## config.mk

```make
export PLATFORM = sky130hd
export DESIGN_NAME = pipeline_staller
export DESIGN_NICKNAME = d
export VERILOG_FILES = /design/src/rtl/pipeline_staller.sv
export SDC_FILE = /design/constraint.sdc
export NUM_CORES = 1
export LEC_CHECK = 0
export CELL_PAD_IN_SITES_DETAIL_PLACEMENT = 0
export CELL_PAD_IN_SITES_GLOBAL_PLACEMENT = 1
export CORE_ASPECT_RATIO = 0.7
export CORE_MARGIN = 2
export CORE_UTILIZATION = 50
export CTS_BUF_LIST = sky130_fd_sc_hd__clkbuf_8 sky130_fd_sc_hd__clkbuf_16
export DETAILED_ROUTE_END_ITERATION = 16
export DONT_BUFFER_PORTS = 1
export PLACE_DENSITY = 0.84
export REMOVE_ABC_BUFFERS = 1
export SLEW_MARGIN = 20
export SYNTH_ARGS = -nofsm -noshare
export SYNTH_HDL_FRONTEND = slang
export SYNTH_SLANG_ARGS = --single-unit
```

## constraint.sdc

```tcl
create_clock -name dclk -period 5.8 [get_ports dclk]
set_input_delay 1.16 -clock dclk [delete_from_list [all_inputs] [get_ports dclk]]
set_output_delay 1.16 -clock dclk [all_outputs]
set_load 0.05 [all_outputs]
```

## src/rtl/pipeline_staller.sv

```systemverilog
// ----------------------------------------------------------------------------
// pipeline_staller
//
// Hazard and stall controller for a five-stage in-order pipeline. Each cycle
// it picks one stage-control pattern (Go / Stall / Bubble) for the PC, IF/ID,
// ID/EX, EX/MEM and MEM/WB registers from a fixed priority of hazards:
//   1. data memory busy        2. taken branch while a fetch is outstanding
//   3. taken branch            4. load-use hazard
//   5. fetch outstanding       6. nothing -> everything advances
// A two-state FSM (RUN / MEM_WAIT) tracks multi-cycle data accesses and
// declares a sticky timeout if an access never completes.
//
// Ports
//   dclk                      clock, rising edge
//   rst                       synchronous active-low reset
//   ex_is_load_i, ex_waddr_i  EX instruction is a load / its destination reg
//   id_re1_i, id_re2_i        ID instruction reads rs1 / rs2
//   id_raddr1_i, id_raddr2_i  ID source register addresses
//   br_taken_i                branch/jump resolved taken in EX
//   if_busy_i                 instruction fetch outstanding (level)
//   mem_req_i                 MEM starts a data access (one-cycle pulse)
//   mem_done_i                data access completes this cycle
//   stl_*_o                   stage control: 00 Go, 01 Stall, 10 Bubble
//   redirect_o                PC loads the branch target this cycle
//   mem_timeout_o             sticky data-access timeout flag
//   stall_cnt_o               saturating count of cycles with PC not Go
//   flush_cnt_o               saturating count of branch-flush cycles
//   state_dbg                 current FSM state (0 RUN, 1 MEM_WAIT)
//
// Handshake: mem_req_i is a request pulse sampled only in RUN; mem_done_i is
// a completion strobe that is honoured in the request cycle (zero-wait) or in
// any MEM_WAIT cycle. There is no back-pressure on either signal.
// ----------------------------------------------------------------------------
module pipeline_staller #(
    parameter int unsigned MEM_TIMEOUT = 255
) (
    input  logic        dclk,
    input  logic        rst,
    input  logic        ex_is_load_i,
    input  logic [4:0]  ex_waddr_i,
    input  logic        id_re1_i,
    input  logic        id_re2_i,
    input  logic [4:0]  id_raddr1_i,
    input  logic [4:0]  id_raddr2_i,
    input  logic        br_taken_i,
    input  logic        if_busy_i,
    input  logic        mem_req_i,
    input  logic        mem_done_i,
    output logic [1:0]  stl_pc_o,
    output logic [1:0]  stl_ifid_o,
    output logic [1:0]  stl_idex_o,
    output logic [1:0]  stl_exmem_o,
    output logic [1:0]  stl_memwb_o,
    output logic        redirect_o,
    output logic        mem_timeout_o,
    output logic [31:0] stall_cnt_o,
    output logic [15:0] flush_cnt_o,
    output logic        state_dbg
);

    localparam logic [1:0] GO     = 2'b00;
    localparam logic [1:0] STALL  = 2'b01;
    localparam logic [1:0] BUBBLE = 2'b10;

    // wait_cnt only needs to hold 0 .. MEM_TIMEOUT-1.
    localparam int unsigned WCW = (MEM_TIMEOUT > 1) ? $clog2(MEM_TIMEOUT) : 1;
    localparam logic [WCW-1:0] WAIT_LAST = WCW'(MEM_TIMEOUT - 1);

    typedef enum logic {
        RUN      = 1'b0,
        MEM_WAIT = 1'b1
    } state_t;

    state_t           state, state_nx;
    logic [WCW-1:0]   wait_cnt, wait_cnt_nx;
    logic             timeout_nx;
    logic             load_use;
    logic             mem_busy;
    logic             flush_evt;

    // x0 is hard-wired zero, so a load targeting it can never feed ID.
    assign load_use = ex_is_load_i && (ex_waddr_i != 5'd0) &&
                      ((id_re1_i && (id_raddr1_i == ex_waddr_i)) ||
                       (id_re2_i && (id_raddr2_i == ex_waddr_i)));

    // Once the timeout flag is up, MEM never stalls the pipeline again.
    assign mem_busy = (((state == RUN) && mem_req_i) || (state == MEM_WAIT)) &&
                      !mem_done_i && !mem_timeout_o;

    assign state_dbg = state;

    // ------------------------------------------------------------------
    // State register and counters
    // ------------------------------------------------------------------
    always_ff @(posedge dclk) begin
        if (!rst) begin
            state         <= RUN;
            wait_cnt      <= '0;
            mem_timeout_o <= 1'b0;
            stall_cnt_o   <= '0;
            flush_cnt_o   <= '0;
        end else begin
            state         <= state_nx;
            wait_cnt      <= wait_cnt_nx;
            mem_timeout_o <= timeout_nx;
            if ((stl_pc_o != GO) && (stall_cnt_o != 32'hFFFF_FFFF)) begin
                stall_cnt_o <= stall_cnt_o + 32'd1;
            end
            if (flush_evt && (flush_cnt_o != 16'hFFFF)) begin
                flush_cnt_o <= flush_cnt_o + 16'd1;
            end
        end
    end

    // ------------------------------------------------------------------
    // Next state and Mealy stage controls
    // ------------------------------------------------------------------
    always_comb begin
        stl_pc_o    = GO;
        stl_ifid_o  = GO;
        stl_idex_o  = GO;
        stl_exmem_o = GO;
        stl_memwb_o = GO;
        redirect_o  = 1'b0;
        flush_evt   = 1'b0;
        state_nx    = state;
        wait_cnt_nx = wait_cnt;
        timeout_nx  = mem_timeout_o;

        if (mem_busy) begin
            stl_pc_o    = STALL;
            stl_ifid_o  = STALL;
            stl_idex_o  = STALL;
            stl_exmem_o = STALL;
            stl_memwb_o = BUBBLE;
        end else if (br_taken_i && if_busy_i) begin
            // Hold the branch in EX; redirect once the fetch has drained.
            stl_pc_o    = STALL;
            stl_ifid_o  = STALL;
            stl_idex_o  = STALL;
            stl_exmem_o = BUBBLE;
        end else if (br_taken_i) begin
            stl_ifid_o  = BUBBLE;
            stl_idex_o  = BUBBLE;
            redirect_o  = 1'b1;
            flush_evt   = 1'b1;
        end else if (load_use) begin
            stl_pc_o    = STALL;
            stl_ifid_o  = STALL;
            stl_idex_o  = BUBBLE;
        end else if (if_busy_i) begin
            stl_pc_o    = STALL;
            stl_ifid_o  = BUBBLE;
        end

        case (state)
            RUN: begin
                // A request completing in the same cycle is zero-wait.
                if (mem_req_i && !mem_done_i && !mem_timeout_o) begin
                    state_nx    = MEM_WAIT;
                    wait_cnt_nx = '0;
                end
            end
            MEM_WAIT: begin
                // New requests are ignored here; only done/timeout leave.
                if (mem_done_i) begin
                    state_nx    = RUN;
                    wait_cnt_nx = '0;
                end else if (wait_cnt == WAIT_LAST) begin
                    state_nx    = RUN;
                    wait_cnt_nx = '0;
                    timeout_nx  = 1'b1;
                end else begin
                    wait_cnt_nx = wait_cnt + WCW'(1);
                end
            end
            default: begin
                state_nx    = RUN;
                wait_cnt_nx = '0;
            end
        endcase
    end

endmodule

```

==> results_dict.tcl <==
set metrics [dict create \
    fill_cells 582 \
    mostFrequentLayoutCell "dfxtp_1" \
    routed_wl_mm 7.43 \
    dp_hpwl_mm 5.15 \
    start_util 0.515 \
    placementRows 24 \
    crit_slowest_cell "and2_1" \
    muxShareOfSynthArea 0.0188 \
    max_stage_delay_ns 0.88 \
    synth_xor_xnor_area_share 0.0687 \
    r2r-start "state_dbg$_SDFF_PN0_" \
    ys_top_cells_by_area "dfxtp_1, or4_1, o31ai_1, xnor2_1, a21oi_1" \
    stdcell_area_mm2 0.00341 \
    clk_latency_ns 0.34 \
    vdd_ir_drop_max_mv 0.148 \
    die-width_um 99.4 \
    grt_setup_unrepaired "false" \
    clock_sinks 58 \
    hold_viol 0 \
    maxCapViolCount 0 \
    first_global_vias 2654 \
    synth_fa_ha_area_frac 0.0157 \
    max_freq_mhz 214 \
    critPathBufInv 1 \
    htreeDepth 3 \
    leakagePower_nw 1.14 \
    max_slew_margin 0.277 \
    syn2layout_area_growth_pct 6.95 \
    power_density_mw_per_mm2 256 \
    crit_start "mem_done_i" \
    routedWlPerCell_um 16.0 \
    clockBufferDepth 2 \
    placed_cell_area_mm2 0.00320 \
    max_slew.worst_pin.slew_ns 1.09 \
    yosysSeqAreaShare 0.364 \
    netlist_area_mm2 0.00319 \
    synth_top_area_cell "dfxtp_1" \
    synth_simple_gate_area_share 0.321 \
    globalplace.congestion 0.780 \
    cp_max_fo 5 \
    cts_resized 0 \
    syn_avg_cell_area_um2 8.28 \
    ys_seq_elements 58 \
    vias_per_cell 6.27 \
    ys_warn_count 0 \
    ant_nets 0 \
    cp.arrival_ns 3.52 \
    cts_buffers 9 \
    post_cts_buffers 0 \
    cts_tree "yes" \
    cp.required_ns 4.64 \
    setup_tns_ns 0 \
    antenna_cells 0 \
    vias 2917 \
    grt_overflow 0 \
    rr_worst_depth 7 \
    coreArea_mm2 0.00619 \
    period_share 0.807 \
    hold_buffers 0 \
    nets 410 \
    rr_endpoint "stall_cnt_o[6]$_SDFFE_PN0P_" \
    hp-class "flop to flop" \
    setup_violations 0 \
    dieArea_mm2 0.00704 \
    grt_antenna_before_repair 0 \
    ys_types 49 \
    path_depth 6 \
    clock-root-buffer "clkbuf_8" \
    clk_pin_slew_ns 0.06 \
    gr-usage-all-layers 0.215 \
    final_max_slew_viol_count 0 \
    critPathCapture "stl_ifid_o[1]" \
    whs_ns 0.516 \
    rrSetupSlack_ns 2.64 \
    synth_cells 385 \
    synth_top_family_by_area "simple AND/OR/NAND/NOR gates" \
    drive_gt1_frac 0.0724 \
    worstPathCellList "nor2_2, and2_1, nand2b_1, a21o_1, nor2_1, buf_4" \
    finalClockSkew_ns 0.00774 \
    cp-start-kind "input port" \
    status "completed" \
    worstSetupEndpointType "output port" \
    grt_pass1_wl_mm 12.3 \
    drtPass1Iterations 8 \
    path_delay_family "simple AND/OR/NAND/NOR gates" \
    drt-initial-drc-count 129 \
    die_height_um 70.8 \
    port_buffers 0 \
    mostFrequentLayoutCells "dfxtp_1, nand2_1, a21oi_1, nor2_1" \
    fin_util 0.551 \
    critical_path_class "input port to output port" \
    pin_count 85 \
    synth_compound_area_frac 0.159 \
    drc 0 \
    finalCriticalPeriod_ns 4.68 \
    grt_start_max_net_pins 57 \
    yosysTopAreaCellShare 0.364 \
]
==> where the power goes <==
| group | total (W) | leakage, nW | switching (W) | internal (W) |
|---|---|---|---|---|
| clock | 0.000385 | 0.105 | 0.000166 | 0.000219 |
| combinational | 0.0000693 | 0.570 | 0.0000498 | 0.0000195 |
| sequential | 0.000418 | 0.468 | 0.0000154 | 0.000402 |
| total | 0.000872 | 1.14 | 0.000231 | 0.000641 |
==> flip-flops by register name, indices dropped and copies added, names as in the netlist <==
register	cells
flush_cnt_o	16
mem_timeout_o	1
stall_cnt_o	32
state_dbg	1
wait_cnt	8
==> synth_stat cells, drive strengths merged <==
library cell  count
a211oi            2
a21boi            2
a21o              1
a21oi            30
a31oi             1
and2              4
and3             16
and4              7
and4bb            1
buf              12
clkbuf            9
conb              1
dfxtp            58
ha                4
inv               7
mux2i             6
nand2            32
nand2b            9
nand3            22
nand3b            2
nand4            13
nor2             29
nor2b             2
nor3              8
nor3b             3
nor4              3
nor4b             1
o211a             2
o211ai            4
o21a              2
o21ai            13
o22a              1
o22ai             1
o31ai            21
or2               1
or3               8
or4              22
xnor2            18
xor2              7
==> area by class of cell <==
| type | instances | area (um2) | area share |
|---|---|---|---|
| inverters | 7 | 28.8 | 0.00844 |
| clock buffers | 11 | 151 | 0.0444 |
| multi-input cells | 300 | 1870 | 0.549 |
| well taps | 78 | 97.6 | 0.0286 |
| clock inverters | 5 | 52.6 | 0.0154 |
| flip-flops and latches | 58 | 1160 | 0.341 |
| repair buffers | 6 | 45.0 | 0.0132 |
==> cells by family (layout without fill, tap and decap cells) <==
logic type      Yosys count  count (layout)
simple gates            183             183
compound gates           80              80
flops                    58              58
buf+inv                  28              29
xor+xnor                 25              25
mux                       6               6
fa+ha+maj                 4               4
other cells               1               2
==> how the worst min path moves through the flow <==
stage,start,endpoint,depth (start not counted)
after floorplan,wait_cnt[6]$_SDFFE_PN0P_,wait_cnt[6]$_SDFFE_PN0P_,2
after global placement,wait_cnt[6]$_SDFFE_PN0P_,wait_cnt[6]$_SDFFE_PN0P_,2
after detailed placement,wait_cnt[6]$_SDFFE_PN0P_,wait_cnt[6]$_SDFFE_PN0P_,2
after CTS,wait_cnt[6]$_SDFFE_PN0P_,wait_cnt[6]$_SDFFE_PN0P_,2
after global routing,wait_cnt[4]$_SDFFE_PN0P_,wait_cnt[4]$_SDFFE_PN0P_,2
final,wait_cnt[6]$_SDFFE_PN0P_,wait_cnt[6]$_SDFFE_PN0P_,2
==> worst reg2reg max path, cell delays in order, from the launching register on <==
cell	delay, ns
dfxtp_1	0.71
or2_1	0.21
and2_1	0.86
nor2_1	0.09
a21boi_4	0.17
buf_4	0.29
or4_1	0.57
a21oi_1	0.17
==> routing by layer <==
metal  track usage  vias to the layer above  wire length [um]
met5             0                        -                 0
met4        0.0639                        0                92
met3        0.0791                       12               552
met2         0.333                       94              3260
met1         0.284                     1387              3520
li1              -                     1424                 -
==> metrics by stage <==
step	std cells	setup slack [ns]	total power, W
final	465	1.12	0.000872
after global routing	465	1.04	0.000905
after global placement	449	1.11	0.000495
after detailed placement	449	1.11	0.000496
after floorplan	365	0.965	0.000481
after CTS	465	1.11	0.000881
Power figures use the tool's default switching activity.
